**config.mk**
```make
export PLATFORM = sky130hd
export DESIGN_NAME = store_buffer
export DESIGN_NICKNAME = d
export VERILOG_FILES = /design/src/rtl/sb_pkg.sv /design/src/rtl/sb_match.sv /design/src/rtl/store_buffer.sv
export SDC_FILE = /design/constraint.sdc
export NUM_CORES = 1
export LEC_CHECK = 0
export CORE_UTILIZATION = 30
export CTS_BUF_LIST = sky130_fd_sc_hd__clkbuf_8
export CTS_CLUSTER_DIAMETER = 30
export DETAILED_ROUTE_END_ITERATION = 12
export GPL_TIMING_DRIVEN = 0
export SETUP_SLACK_MARGIN = 0.4
export SLEW_MARGIN = 20
export SYNTH_ARGS = -nofsm -noshare
export SYNTH_HDL_FRONTEND = slang
export SYNTH_SLANG_ARGS = --single-unit
```
**constraint.sdc**
```tcl
create_clock -name clk -period 5.2 [get_ports clk]
set_input_delay 0.78 -clock clk [delete_from_list [all_inputs] [get_ports clk]]
set_output_delay 0.78 -clock clk [all_outputs]
set_load 0.01 [all_outputs]
```
**src/rtl/sb_pkg.sv**
```systemverilog
// ---------------------------------------------------------------------------
// sb_pkg -- shared definitions for the store buffer.
//   SB_DEPTH / SB_AW / SB_DW : default depth, address width and data width.
//   sb_entry_t               : one buffered store {valid, addr, data}.
// ---------------------------------------------------------------------------
package sb_pkg;

  localparam int unsigned SB_DEPTH = 4;
  localparam int unsigned SB_AW    = 32;
  localparam int unsigned SB_DW    = 32;

  typedef struct packed {
    logic             valid;
    logic [SB_AW-1:0] addr;
    logic [SB_DW-1:0] data;
  } sb_entry_t;

endpackage : sb_pkg

```
**src/rtl/sb_match.sv**
```systemverilog
// ---------------------------------------------------------------------------
// sb_match -- youngest-match search over the store buffer entries.
//   entries : all buffer slots (valid, addr, data)
//   tail    : next write slot; the slot just below it is the youngest store
//   key     : load word address to compare against
//   hit     : some valid entry holds exactly key
//   idx     : slot of the youngest matching entry (meaningful when hit)
// ---------------------------------------------------------------------------
module sb_match
  import sb_pkg::*;
#(
  parameter int unsigned DEPTH = SB_DEPTH,
  localparam int unsigned PW   = $clog2(DEPTH)
) (
  input  sb_entry_t        entries [DEPTH],
  input  logic [PW-1:0]    tail,
  input  logic [SB_AW-1:0] key,
  output logic             hit,
  output logic [PW-1:0]    idx
);

  logic [PW-1:0] slot;
  logic          unused_data;

  // Walk from the oldest position (k = DEPTH) to the youngest (k = 1); a
  // later match overwrites an earlier one, so the youngest match wins.
  // NOTE: always_comb gives every output a default first so no latch forms.
  always_comb begin
    hit  = 1'b0;
    idx  = '0;
    slot = '0;
    for (int k = DEPTH; k >= 1; k--) begin
      slot = tail - PW'(k);
      if (entries[slot].valid && (entries[slot].addr == key)) begin
        hit = 1'b1;
        idx = slot;
      end
    end
  end

  // The data field travels with the entry but is not part of the search.
  always_comb begin
    unused_data = 1'b0;
    for (int i = 0; i < DEPTH; i++) begin
      unused_data = unused_data ^ (^entries[i].data);
    end
  end

endmodule : sb_match

```
**src/rtl/store_buffer.sv**
```systemverilog
// ---------------------------------------------------------------------------
// store_buffer -- in-order store FIFO in front of a single-port data memory.
// Stores are queued and drained to memory whenever the port is not needed by
// a load miss; loads that miss the buffer read memory with zero added latency.
//
// Ports:
//   clk, rst_n                 clock, asynchronous active-low reset
//   st_valid/st_addr/st_data   store request; st_ready = accepted this cycle
//   ld_valid/ld_addr           load request; ld_ready = completes this cycle
//   ld_data                    load result (valid with ld_valid & ld_ready)
//   mem_write/mem_read         data memory strobes (never both high)
//   mem_addr/mem_wdata         data memory address / write data
//   mem_rdata                  combinational memory read data
//   empty                      no stores buffered
//
// Build option: define STORE_BUFFER_FWD_EN to forward the youngest matching
// buffered store to a load. Without it, a matching load waits until the
// buffer has drained every matching store and then reads memory.
// ---------------------------------------------------------------------------
module store_buffer
  import sb_pkg::*;
#(
  parameter int unsigned DEPTH = SB_DEPTH,
  parameter int unsigned AW    = SB_AW,
  parameter int unsigned DW    = SB_DW
) (
  input  logic          clk,
  input  logic          rst_n,
  input  logic          st_valid,
  input  logic [AW-1:0] st_addr,
  input  logic [DW-1:0] st_data,
  output logic          st_ready,
  input  logic          ld_valid,
  input  logic [AW-1:0] ld_addr,
  output logic          ld_ready,
  output logic [DW-1:0] ld_data,
  output logic          mem_write,
  output logic          mem_read,
  output logic [AW-1:0] mem_addr,
  output logic [DW-1:0] mem_wdata,
  input  logic [DW-1:0] mem_rdata,
  output logic          empty
);

  localparam int unsigned PW = $clog2(DEPTH);
  localparam logic [PW:0] FULL = (PW+1)'(DEPTH);

  // Entries are built on the package struct, so the widths must agree.
  if (DEPTH < 2 || (DEPTH & (DEPTH - 1)) != 0 || AW != SB_AW || DW != SB_DW)
  begin : g_bad_cfg
    $error("store_buffer: DEPTH must be a power of two >= 2; AW/DW must match sb_pkg");
  end

  logic [PW-1:0]  head, tail;
  logic [PW:0]    count;
  logic [DEPTH-1:0] valid_q;
  logic [AW-1:0]  addr_q [DEPTH];
  logic [DW-1:0]  data_q [DEPTH];
  sb_entry_t      entries [DEPTH];

  logic          hit;
  logic [PW-1:0] hit_idx;
  logic          ld_miss;
  logic          push;
  logic          drain;

  always_comb begin
    for (int i = 0; i < DEPTH; i++) begin
      entries[i] = '{valid: valid_q[i], addr: addr_q[i], data: data_q[i]};
    end
  end

  sb_match #(.DEPTH(DEPTH)) u_match (
    .entries (entries),
    .tail    (tail),
    .key     (ld_addr),
    .hit     (hit),
    .idx     (hit_idx)
  );

  // Full-ness alone decides st_ready; a drain in the same cycle does not help.
  assign st_ready = rst_n && (count != FULL);
  assign empty    = (count == '0);
  assign push     = st_valid && st_ready;
  assign ld_miss  = rst_n && ld_valid && !hit;
  // The memory port belongs to a load miss first; otherwise the head drains.
  assign drain    = (count != '0) && !ld_miss;

  always_comb begin
    ld_ready  = 1'b0;
    ld_data   = '0;
    mem_write = 1'b0;
    mem_read  = 1'b0;
    mem_addr  = '0;
    mem_wdata = '0;
    if (ld_miss) begin
      mem_read = 1'b1;
      mem_addr = ld_addr;
      ld_data  = mem_rdata;
      ld_ready = 1'b1;
    end else if (drain) begin
      mem_write = 1'b1;
      mem_addr  = entries[head].addr;
      mem_wdata = entries[head].data;
    end
`ifdef STORE_BUFFER_FWD_EN
    if (rst_n && ld_valid && hit) begin
      ld_ready = 1'b1;
      ld_data  = entries[hit_idx].data;
    end
`endif
  end

`ifndef STORE_BUFFER_FWD_EN
  // A matching load simply stalls, so the matched slot is not needed.
  logic unused_idx;
  assign unused_idx = ^hit_idx;
`endif

  // NOTE: control state uses non-blocking assignments so every flop samples
  // the pre-edge values, independent of statement order.
  always_ff @(posedge clk or negedge rst_n) begin
    if (!rst_n) begin
      head    <= '0;
      tail    <= '0;
      count   <= '0;
      valid_q <= '0;
    end else begin
      if (push) begin
        valid_q[tail] <= 1'b1;
        tail          <= tail + PW'(1);
      end
      // Push and drain never hit the same slot: equal pointers mean the
      // buffer is empty (no drain) or full (no push).
      if (drain) begin
        valid_q[head] <= 1'b0;
        head          <= head + PW'(1);
      end
      case ({push, drain})
        2'b10:   count <= count + 1'b1;
        2'b01:   count <= count - 1'b1;
        default: count <= count;
      endcase
    end
  end

  // NOTE: the payload array is left out of reset; valid_q alone says which
  // slots hold live data, so clearing address/data would only cost logic.
  always_ff @(posedge clk) begin
    if (push) begin
      addr_q[tail] <= st_addr;
      data_q[tail] <= st_data;
    end
  end

endmodule : store_buffer

```
== Word level (Yosys, flattened, before mapping) ==
Memory sizes are Yosys's and may differ from the RTL's.
Index checks and enable logic that the tools add are counted.
Word-level totals
  memories: 2
  RAM bits: 256
  output and inout port bits: 101
  word-level logic and storage cells: 89
  input port bits: 132
  flip-flop bits (word level): 11
Memories
  addr_q: depth 4, bits a word 32, rd ports 4, clocked after Yosys merged registers in 0, wr ports 1, RTL line store_buffer.sv:57  | logic [AW-1:0] addr_q [DEPTH];
  data_q: depth 4, bits a word 32, rd ports 4, clocked after Yosys merged registers in 0, wr ports 1, RTL line store_buffer.sv:58  | logic [DW-1:0] data_q [DEPTH];
Cells by class
  order comparisons: 9
  equal/unequal tests: 7
  reductions and logical operators: 16
  $add $sub $neg: 7
  bitwise gates (word level): 8
  multiplexer cells: 36
Operator list (number)
  $bmux 65 s2: 5
  $mux 65: 8
  $mux 32: 5
  $eq 32x32->1: 4
  $mux 64: 2
  $ge 3x3->1 const B: 5
  $not 2->3: 5
  $logic_and 1x1->1: 11
  $mux 1: 11
  $mux 4: 2
  $lt 2x3->1 const B: 2
  $pmux 3 s2: 1
  $add 2x1->2 const B: 2
  $and 4x4->4: 1
  $demux 1 s2: 2
  $ge 2x1->1 const B: 2
  $not 4->4: 1
  $or 4x4->4: 1
  $sub 2x2->2 const B: 2
  $add 3x1->3 const B: 1
  $logic_not 3->1: 1
  $ne 3x3->1 const B: 1
  $reduce_bool 3->1: 1
  $sub 3x1->3 const B: 1
  5 further kinds: 6

== Depth between registers and ports, before layout ==
Gate-level depths: netlist of the first run.
  word-level depth: 16
  mapped depth: 25
  depth with buffers taken out: 16

== Cells and area by module ==
A second synthesis of the first run with hierarchy kept.
Second synthesis, totals
  cells, all modules: 1062
  area total of the unflattened synthesis: 15733.8 um^2
By module, submodules not included
  store_buffer: seq. area each 7962.6 um^2, cells each 498, times used 1, area each 10627.7 um^2
  sb_match: seq. area each 0.0 um^2, cells each 564, times used 1, area each 5106.1 um^2

== Worst setup path before layout of the first run ==
OpenSTA, ideal clock, no wires.
  path kind: reg-to-output
  start point: reg tail[0]
  end point: out mem_addr[10]
  path buffers: 8
  setup slack: 676 ps
  data required time: 4420 ps
  arrival: 3744 ps
  stages on the path, launching flop included: 19
  path through: dfrtp_1 buf_6 buf_12 buf_12 inv_2 buf_6 ha_1 buf_4 buf_4 mux4_2 xnor2_1 nor4_1 nand3_1 or4_1 o2111ai_1 nor2_1 buf_6 buf_6 mux2i_1
On the way
  elaborated cells between the ends (all ways): 37
  classes of those cells: add/sub: 3; eq/ne: 4; mux: 18; bitwise: 4; reduce/logical: 8
RTL lines
  from (decl): RTL line store_buffer.sv:54  | logic [PW-1:0] head, tail;
  from (signal assigned): RTL line store_buffer.sv:131  | tail <= tail + PW'(1);
  $sub 2x1->2 (*): RTL line sb_match.sv:33  | slot = tail - PW'(k);
  via u_match.slot[0]: RTL line sb_match.sv:22  | logic [PW-1:0] slot;
  $not 2->3 (not written as such) (*): RTL line sb_match.sv:34  | if (entries[slot].valid && (entries[slot].addr == key)) begin
  $bmux 65 s2 (*): RTL line sb_match.sv:34
  $mux 65 (not written as such) (*) (2 in a row): RTL line sb_match.sv:34
  $eq 32x32->1: RTL line sb_match.sv:34
  $logic_and 1x1->1 (*): RTL line sb_match.sv:34
  $mux 1 (*): RTL line sb_match.sv:34
  $logic_not 1->1 (*): RTL line store_buffer.sv:85  | assign ld_miss = rst_n && ld_valid && !hit;
  $logic_and 1x1->1 (*): RTL line store_buffer.sv:85
  $logic_not 1->1: RTL line store_buffer.sv:87  | assign drain = (count != '0) && !ld_miss;
  $logic_and 1x1->1: RTL line store_buffer.sv:87
  $mux 32: RTL line store_buffer.sv:101  | end else if (drain) begin
  $mux 32 (*): RTL line store_buffer.sv:96  | if (ld_miss) begin
  to (decl): RTL line store_buffer.sv:39  | output logic [AW-1:0] mem_addr,
Mark *: on every way through the listed nets, which the timed path passes. The rest lies on a longest branch. The select of a mux whose other input is x is not followed.

== Final worst setup path of the first run ==
  start point: reg tail[0]
  end point: out mem_addr[17]
On the way
  cells in the longest elaborated chain, start to end: 16
  elaborated cells between the ends (all ways): 37
  classes of those cells: add/sub: 3; eq/ne: 4; mux: 18; bitwise: 4; reduce/logical: 8
Ends and longest elaborated chain (RTL line)
  $sub 2x2->2 or $not 2->3 (tied branches): sb_match.sv:33, sb_match.sv:34
  $not 2->3 (not written as such) or $bmux 65 s2 (tied branches): sb_match.sv:34
  $bmux 65 s2 or $mux 65 (tied branches): sb_match.sv:34
  $mux 65 (not written as such): sb_match.sv:34
  $mux 65 (not written as such) or $eq 32x32->1 (tied branches): sb_match.sv:34
  $eq 32x32->1 or $logic_and 1x1->1 (tied branches): sb_match.sv:34
  $logic_and 1x1->1 or $mux 1 (tied branches): sb_match.sv:34
  $mux 1 (2 in a row): sb_match.sv:34
  $mux 1 (*): sb_match.sv:34
  $logic_not 1->1 (*): store_buffer.sv:85
  $logic_and 1x1->1 (*): store_buffer.sv:85
  $logic_not 1->1: store_buffer.sv:87
  $logic_and 1x1->1: store_buffer.sv:87
  $mux 32: store_buffer.sv:101
  $mux 32 (*): store_buffer.sv:96
Mark *: on every way between the ends. The rest lies on a longest branch, timed or not. The select of a mux whose other input is x is not followed.

==> results of run 1 <==
==> cells by family (layout without fill, tap and decap cells) <==
| kind of cell | Yosys count | in the layout | share of synthesized area |
|---|---|---|---|
| other cells | 0 | 1 | 0 |
| fa+ha+maj | 10 | 10 | 0.008388 |
| mux | 262 | 262 | 0.2901 |
| flops | 267 | 267 | 0.5036 |
| xor+xnor | 116 | 116 | 0.06426 |
| compound gates | 70 | 70 | 0.03252 |
| buf+inv | 122 | 522 | 0.04297 |
| simple gates | 166 | 166 | 0.05816 |
==> Yosys cell counts, types with 4 or more instances <==
master / instances
buf_6: 13
a21oi_1: 9
a211oi_1: 6
and3_1: 4
and2_1: 34
a2bb2oi_1: 4
nand2b_1: 4
nor2b_1: 32
xnor2_1: 114
nand3_1: 5
buf_4: 7
edfxtp_1: 256
mux2_2: 6
nor4_1: 12
nor2_1: 8
a2111oi_0: 4
o21ai_0: 10
buf_2: 13
clkbuf_1: 25
o22a_1: 6
dfrtp_1: 11
ha_1: 9
inv_1: 47
a22oi_1: 4
o221ai_1: 8
buf_12: 5
nand2_1: 42
mux2i_1: 99
mux4_2: 156
buf_1: 9
nand4_1: 15
==> per-stage QoR <==
stage          setup WS [ns]  area [um2]    util
2_1_floorplan         0.6757       15810       -
3_3_place_gp          -1.605       18890  0.3653
3_5_place_dp          -1.556       19000  0.3675
4_1_cts              -0.4166       21650  0.4186
5_1_grt              -0.5110       22090  0.4272
6_report             -0.4353       22090  0.4272
==> routing by layer <==
metal | wire [um] | share of wire | track usage
met3 | 5604 | 0.099 | 0.07185
met1 | 22550 | 0.40 | 0.2659
met5 | 113 | 0.0020 | 0
met4 | 1635 | 0.029 | 0.07011
met2 | 26840 | 0.47 | 0.3378
==> area by class of cell <==
class	instances	area [um2]
diodes	1	2.502
plain buffers	72	805.8
clock buffers	59	812.0
clock inverters	48	525.5
fillers	4685	29620
inverters	50	197.7
multi-input cells	624	7944
flip-flops and latches	267	7963
well taps	680	850.8
repair buffers	293	2993
==> power by group through the flow <==
stage	clock network (mW)	logic [mW]	registers, mW
6_report	2.62	7.98	2.80
5_1_grt	2.78	8.34	2.82
4_1_cts	2.67	7.62	2.79
3_5_place_dp	0	6.67	2.84
3_3_place_gp	0	6.65	2.86
2_1_floorplan	0	4.28	2.78
==> repair_timing <==
item | in CTS | in global routing
setup endpoints to repair | 108 | 101
setup buffers | 39 | 16
gates resized for setup | 632 | 115
cloned | 11 | 0
pin swaps | 37 | 21
==> registers in the layout (all words and copies together), names as in the netlist <==
name     cells
data_q     128
count        3
tail         2
head         2
valid_q      4
addr_q     128
==> critical path, cell delays in order (launching register included) <==
cell and delay [ns]:
dfrtp_1 0.38, buf_8 0.11, buf_4 0.20, mux4_2 0.53
xnor2_1 0.15, nor4_1 0.77, nand4_1 0.21, or4_1 0.64
o2111ai_4 0.31, nor2_4 0.12, buf_12 0.19, buf_16 0.17
mux2i_2 0.20, buf_2 0.17
==> how the worst max path moves through the flow <==
stage | slack (ns) | start | cells after the start | end
CTS | -0.42 | tail[0]$_DFFE_PN0P_ | 19 | mem_addr[13]
global route | -0.51 | tail[0]$_DFFE_PN0P_ | 20 | mem_wdata[11]
finish | -0.44 | tail[0]$_DFFE_PN0P_ | 13 | mem_addr[17]
global placement | -1.61 | tail[1]$_DFFE_PN0P_ | 20 | mem_addr[13]
floorplan | 0.68 | tail[0]$_DFFE_PN0P_ | 18 | mem_addr[10]
detailed placement | -1.56 | tail[1]$_DFFE_PN0P_ | 20 | mem_addr[13]
==> summary.md, run 1 <==
| Metric | Value |
|---|---|
| Status | `complete, but fails checks` |
| Violated checks | `setup timing` |
| IO Port Bufs | `223` |
| Pint | `8.246 mW` |
| Die X | `231.6 um` |
| Sink Count | `267` |
| Global placer's final weighted congestion | `0.9672` |
| Final WL | `56740 um` |
| Drt wl/cell | `27.10 um` |
| Setup TNS | `-33.40 ns` |
| Reg2reg path depth | `21` |
| Vias in the first global route | `11610` |
| Clock Latency Late Sink | `0.67 ns` |
| Worst-Margin Slew | `1.156 ns` |
| Reg-to-reg slack, setup | `0.10 ns` |
| Slew headroom | `0.2292` |
| Final Net Count | `1509` |
| Initial antenna violation count | `9` |
| H-tree Lvls | `2` |
| Max Clock Skew | `0.02582 ns` |
| Largest net degree at the start of global routing | `39` |
| Worst path required time | `4.42 ns` |
| Leakage power | `7.870 nW` |
| Non-Filler Instances | `2094` |
| TritonCTS Buffers | `59` |
| Vias | `11240` |
| Psw | `5.156 mW` |
| WHS | `0.4960 ns` |
| Initial core utilization | `0.3057` |
| Sw Share | `0.3847` |
| IO Pins | `233` |
| Synth area leader | `edfxtp_1` |
| Crit path DAT | `4.86 ns` |
| Die Span Y | `231.6 um` |
| Total Power | `13.40 mW` |
| Routed vias/inst | `5.369` |
| Clk network pwr share | `0.196` |
| CTS tree | `done` |
| Tot GR Track Use | `0.2109` |
| Synth Flop Type | `edfxtp_1` |
| Critical path class | `register to output pin` |
| Area Overhead vs Synth | `39.73%` |
| DRC Markers | `0` |
| Hold path cells | `1` |
| # rows | `83` |
| CTS Hold Bufs | `0` |
| Syn avg cell area | `15.61 um2` |
| Post-Synthesis Cells | `1013` |
| Share of cells above drive strength 1 | `0.4253` |
| Post-synth EDFFs | `256` |
| Post-Syn Area | `0.01581 mm2` |
| Final worst setup slack | `-0.4353 ns` |
| Max-Cap Viols | `0` |
| Worst-path clk slew | `0.06 ns` |
| GR Overflow Total | `0` |
| RSZ-0062 raised after global routing | `yes` |
| Max-slew violation count | `0` |
| CTS Root Cell | `clkbuf_8` |
| FMAX | `0.1775 GHz` |
| Commonest non-fill, non-tap cells in the layout | `edfxtp_1 (256), mux4_2 (156), clkdlybuf4s50_1 (124), xnor2_1 (98), buf_6 (86)` |
| Worst reg2reg startpoint | `tail[0]$_DFFE_PN0P_` |
| Core footprint | `0.05172 mm2` |
| DP Cell Count | `1920` |
| Top cell type's share of synthesized area | `0.4862` |
| Seq/Total Area, Yosys | `0.5036` |
| Hold EP | `count[0]$_DFFE_PN0P_` |
| First-pass GRT wire length | `80760 um` |
| Period utilization | `1.084` |
| Fin. Hold Viols | `0` |
| Reg2reg end | `count[2]$_DFFE_PN0P_` |
| First-pass DRT Iterations | `5` |
| Peak VDD IR | `0.3661 mV` |
| Asr flop ratio synth | `0.04120` |
| Yosys reg bits | `267` |
| Ys Warns | `0` |
| Min-delay worst type | `register to register` |
| Logic pwr share | `0.595` |
| Hold Path Origin | `count[0]$_DFFE_PN0P_` |
| Worst setup SP type | `register` |
| PD cells | `606.6 mW/mm2` |
| Die area | `0.05363 mm2` |
| Final ANT Viol Nets | `0` |
| Syn nets | `1155` |
| Clk buf depth | `3` |
| Post-DP HPWL | `39080 um` |
| CP Max Fanout | `7` |
| Unique masters post-synth | `54` |
| Setup violations, final | `99` |
| Power share of the sequential group | `0.209` |
| Most common cell after layout, fill and taps aside | `edfxtp_1` |
| Number of DRC markers in iteration 0 | `891` |
| Min Tclk post-route | `5.635 ns` |
| CP Capture Type | `output pin` |
| Largest cells by area after synthesis | `edfxtp_1 (49%), mux4_2 (22%), xnor2_1 (6.3%)` |
(Power assumes the default switching activity.)
==> run 2, diff against run 1 <==
--- a/config.mk
+++ b/config.mk
@@ -5,6 +5,7 @@
 export SDC_FILE = /design/constraint.sdc
 export NUM_CORES = 1
 export LEC_CHECK = 0
+export CAP_MARGIN = 20
 export CORE_UTILIZATION = 30
 export CTS_BUF_LIST = sky130_fd_sc_hd__clkbuf_8
 export CTS_CLUSTER_DIAMETER = 30
==> results of run 2 <==
Final layout, timing and power as in run 1 (identical DEF).
==> run 3, diff against run 2 <==
--- a/config.mk
+++ b/config.mk
@@ -5,6 +5,7 @@
 export SDC_FILE = /design/constraint.sdc
 export NUM_CORES = 1
 export LEC_CHECK = 0
+export ABC_AREA = 1
 export CAP_MARGIN = 20
 export CORE_UTILIZATION = 30
 export CTS_BUF_LIST = sky130_fd_sc_hd__clkbuf_8
==> summary.md, run 3 <==
| Metric | Value |
|---|---|
| Status | `finished, final reports clean` |
| Yosys reg bits | `267 (unchanged)` |
| PD cells | `694.3 mW/mm2 (+14%)` |
| Regs by FF count | `addr_q (128), data_q (128), valid_q (4)` |
| CTS Root Cell | `clkbuf_8` |
| IO Pins | `233 (unchanged)` |
| Worst-path clk slew | `0.06 ns (about the same)` |
| Post-synth EDFFs | `256 (unchanged)` |
| Worst setup SP type | `register` |
| Slew headroom | `0.1641 (-0.06504)` |
| Die X | `234.6 um (+1.3%)` |
| Critical path class | `register to output pin` |
| CP top delay family | `simple AND/OR/NAND/NOR gates` |
| # rows | `84 (+1.2%)` |
| Vias in the first global route | `16870 (+45%)` |
| Post-Layout Inst Area | `0.02224 mm2 (+0.67%)` |
| GR Overflow Total | `0 (unchanged)` |
| Min Tclk post-route | `4.939 ns (-0.6966 ns)` |
| Asr flop ratio synth | `0.04120 (unchanged)` |
| Syn nets | `2267 (+96%)` |
| CP Capture Type | `output pin` |
| WP buf/inv | `6 (+1)` |
| Most common cell after layout, fill and taps aside | `nand2_1` |
| RSZ-0062 raised after global routing | `yes` |
| Critical path's largest stage delay | `0.49 ns (-0.28 ns)` |
| Area Overhead vs Synth | `37.04%` |
| First-pass DRT Iterations | `5 (unchanged)` |
| Tot GR Track Use | `0.3057 (+0.09479)` |
| Final ANT Viol Nets | `0 (unchanged)` |
| WHS | `0.4534 ns (-0.04256 ns)` |
| Number of DRC markers in iteration 0 | `2253 (+150%)` |
| Max Clock Skew | `0.03650 ns (+0.01069 ns)` |
| FMAX | `0.2025 GHz (+14%)` |
| Setup violations, final | `0 (-100%)` |
| Worst path required time | `4.42 ns (about the same)` |
| CTS Hold Bufs | `0 (unchanged)` |
| Die Span Y | `234.6 um (+1.3%)` |
| Clk buf depth | `3 (unchanged)` |
| Post-Synthesis Cells | `2125 (+110%)` |
| First-pass GRT wire length | `118300 um (+46%)` |
| Fin. Hold Viols | `0 (unchanged)` |
| TritonCTS Buffers | `58 (-1.7%)` |
| Top cell type's share of synthesized area | `0.4737 (-0.01252)` |
| Max-slew violation count | `0 (unchanged)` |
| Initial antenna violation count | `6 (-3)` |
| Core footprint | `0.05297 mm2 (+2.4%)` |
| Period utilization | `0.9498 (-0.1340)` |
| Sink Count | `267 (unchanged)` |
| Syn avg cell area | `7.637 um2 (-51%)` |
| Max-Cap Viols | `0 (unchanged)` |
| Synth top cells by count | `nand2_1 (806), nand3_1 (366), edfxtp_1 (256)` |
| Total Power | `15.44 mW (+15%)` |
| Synth Flop Type | `edfxtp_1` |
| CP Max Fanout | `10 (+3)` |
| Die area | `0.05503 mm2 (+2.6%)` |
| Min-delay worst type | `primary input to asynchronous set/reset pin` |
| IO Port Bufs | `228 (+2.2%)` |
| Peak VDD IR | `0.3151 mV (-14%)` |
| Initial core utilization | `0.3064 (+0.0006533)` |
| Final Net Count | `2610 (+73%)` |
| Largest cells by area after synthesis | `edfxtp_1 (47%), nand2_1 (19%), nand3_1 (11%)` |
| Top-count cell post-synth | `nand2_1` |
| Synth area leader | `edfxtp_1` |
| Largest net degree at the start of global routing | `22 (-44%)` |
| Vias | `17830 (+59%)` |
| Post-DP HPWL | `60050 um (+54%)` |
| Global placer's final weighted congestion | `1.020 (+5.5%)` |
| H-tree Lvls | `2 (unchanged)` |
| Commonest non-fill, non-tap cells in the layout | `nand2_1 (776), nand3_1 (335), edfxtp_1 (256), nor2_1 (158), clkdlybuf4s50_1 (129)` |
| Clock Latency Late Sink | `0.70 ns (+0.03 ns)` |
| Crit path DAT | `4.16 ns (-0.70 ns)` |
| Crit path cell chain | `buf_2 -> buf_2 -> nand3_1 -> nand3_1 -> nand4_1 -> nor2_1 -> nand2_1 -> nor2_1 -> nand3_1 -> nand3_4 -> buf_12 -> nand2_8 -> buf_6 -> buf_12 -> nor2_4 -> buf_6` |
| Ys Warns | `0 (unchanged)` |
| Unique masters post-synth | `29 (-46%)` |
| Final WL | `84860 um (+50%)` |
| Slowest-stage cell, CP | `buf_2` |
| Routed vias/inst | `5.567 (+3.7%)` |
| Worst slack, placed | `-1.427 ns (+0.1292 ns)` |
| Drt wl/cell | `26.50 um (-2.2%)` |
| Post-Syn Area | `0.01623 mm2 (+2.6%)` |
| Leakage power | `9.489 nW (+21%)` |
| CTS tree | `done` |
| Placement Cell Area | `0.01973 mm2 (+3.8%)` |
| Setup TNS | `0 ns (+33.40 ns)` |
| Share of cells above drive strength 1 | `0.1608 (-0.2645)` |
| Layout fillers | `5343 (+14%)` |
| Seq/Total Area, Yosys | `0.4906 (-0.01297)` |
| DRC Markers | `0 (unchanged)` |
| Worst-Margin Slew | `1.254 ns (+0.09757 ns)` |
| Worst path most repeated cell | `nand3_1` |
| Final worst setup slack | `0.2612 ns (+0.6966 ns)` |
==> run 3: cell count changes after synthesis, moves of 58 or more <==
cell	change
nand2_1	+764
o21ai_0	+74
nand3_1	+361
inv_1	+58
mux4_2	-156
nor2_1	+180
mux2i_1	-95
xnor2_1	-112
==> run 3: kinds of logic (layout without fill, tap and decap cells) <==
kind of cell	Yosys count	in the layout	share of synthesized area
fa+ha+maj	10	10	0.008172
mux	4	4	0.002467
xor+xnor	17	17	0.009175
flops	267	267	0.4906
simple gates	1381	1381	0.3510
buf+inv	231	618	0.05836
other cells	0	2	0
compound gates	215	215	0.08018
==> run 3: power breakdown <==
part | switching [mW] | internal, mW
combinational | 6.82 | 3.29
clock | 1.08 | 1.46
sequential | 0.158 | 2.63
==> run 3: timing repair <==
item,4_1_cts,5_1_grt
setup buffers,24,6
resized for setup,519,131
pin swaps,27,44
gates cloned,10,0
setup endpoints to repair,108,99
==> run 3: through the flow <==
| stage | util | cells |
|---|---|---|
| final | 0.4199 | 3202 |
| after CTS | 0.4145 | 3193 |
| after global placement | 0.3657 | 3041 |
| after floorplan | - | 2125 |
| after global routing | 0.4198 | 3200 |
| after detailed placement | 0.3724 | 3055 |
==> run 3: area by class of cell <==
class,instances,area (um2),share of cell area
Antenna cell,2,5.005,0.0002250
Buffer,124,983.4,0.04422
Clock buffer,58,798.3,0.03589
Clock inverter,46,466.7,0.02098
Inverter,107,416.7,0.01873
Multi-Input combinational cell,1627,7824,0.3518
Sequential cell,267,7965,0.3581
Tap cell,688,860.8,0.03870
Timing Repair Buffer,283,2922,0.1314
==> run 3: worst paths after layout <==
check / start / to / slack [ns] / depth (start not counted)
max: tail[1]$_DFFE_PN0P_ / mem_wdata[0] / 0.26 / 16
min: rst_n / count[1]$_DFFE_PN0P_ / 0.45 / 1
max reg2reg: tail[1]$_DFFE_PN0P_ / count[2]$_DFFE_PN0P_ / 0.90 / 20
min reg2reg: count[2]$_DFFE_PN0P_ / count[2]$_DFFE_PN0P_ / 0.51 / 1
max in group asynchronous: rst_n / tail[1]$_DFFE_PN0P_ / 4.33 / 1
min in group clk: count[2]$_DFFE_PN0P_ / count[2]$_DFFE_PN0P_ / 0.51 / 1
==> run 3: routing by layer <==
metal,GRT usage,part of all wire,routed length (um)
met5,0,0.00040,34
met1,0.3956,0.40,33670
met4,0.1669,0.059,5018
met2,0.4778,0.44,37500
met3,0.06153,0.10,8636
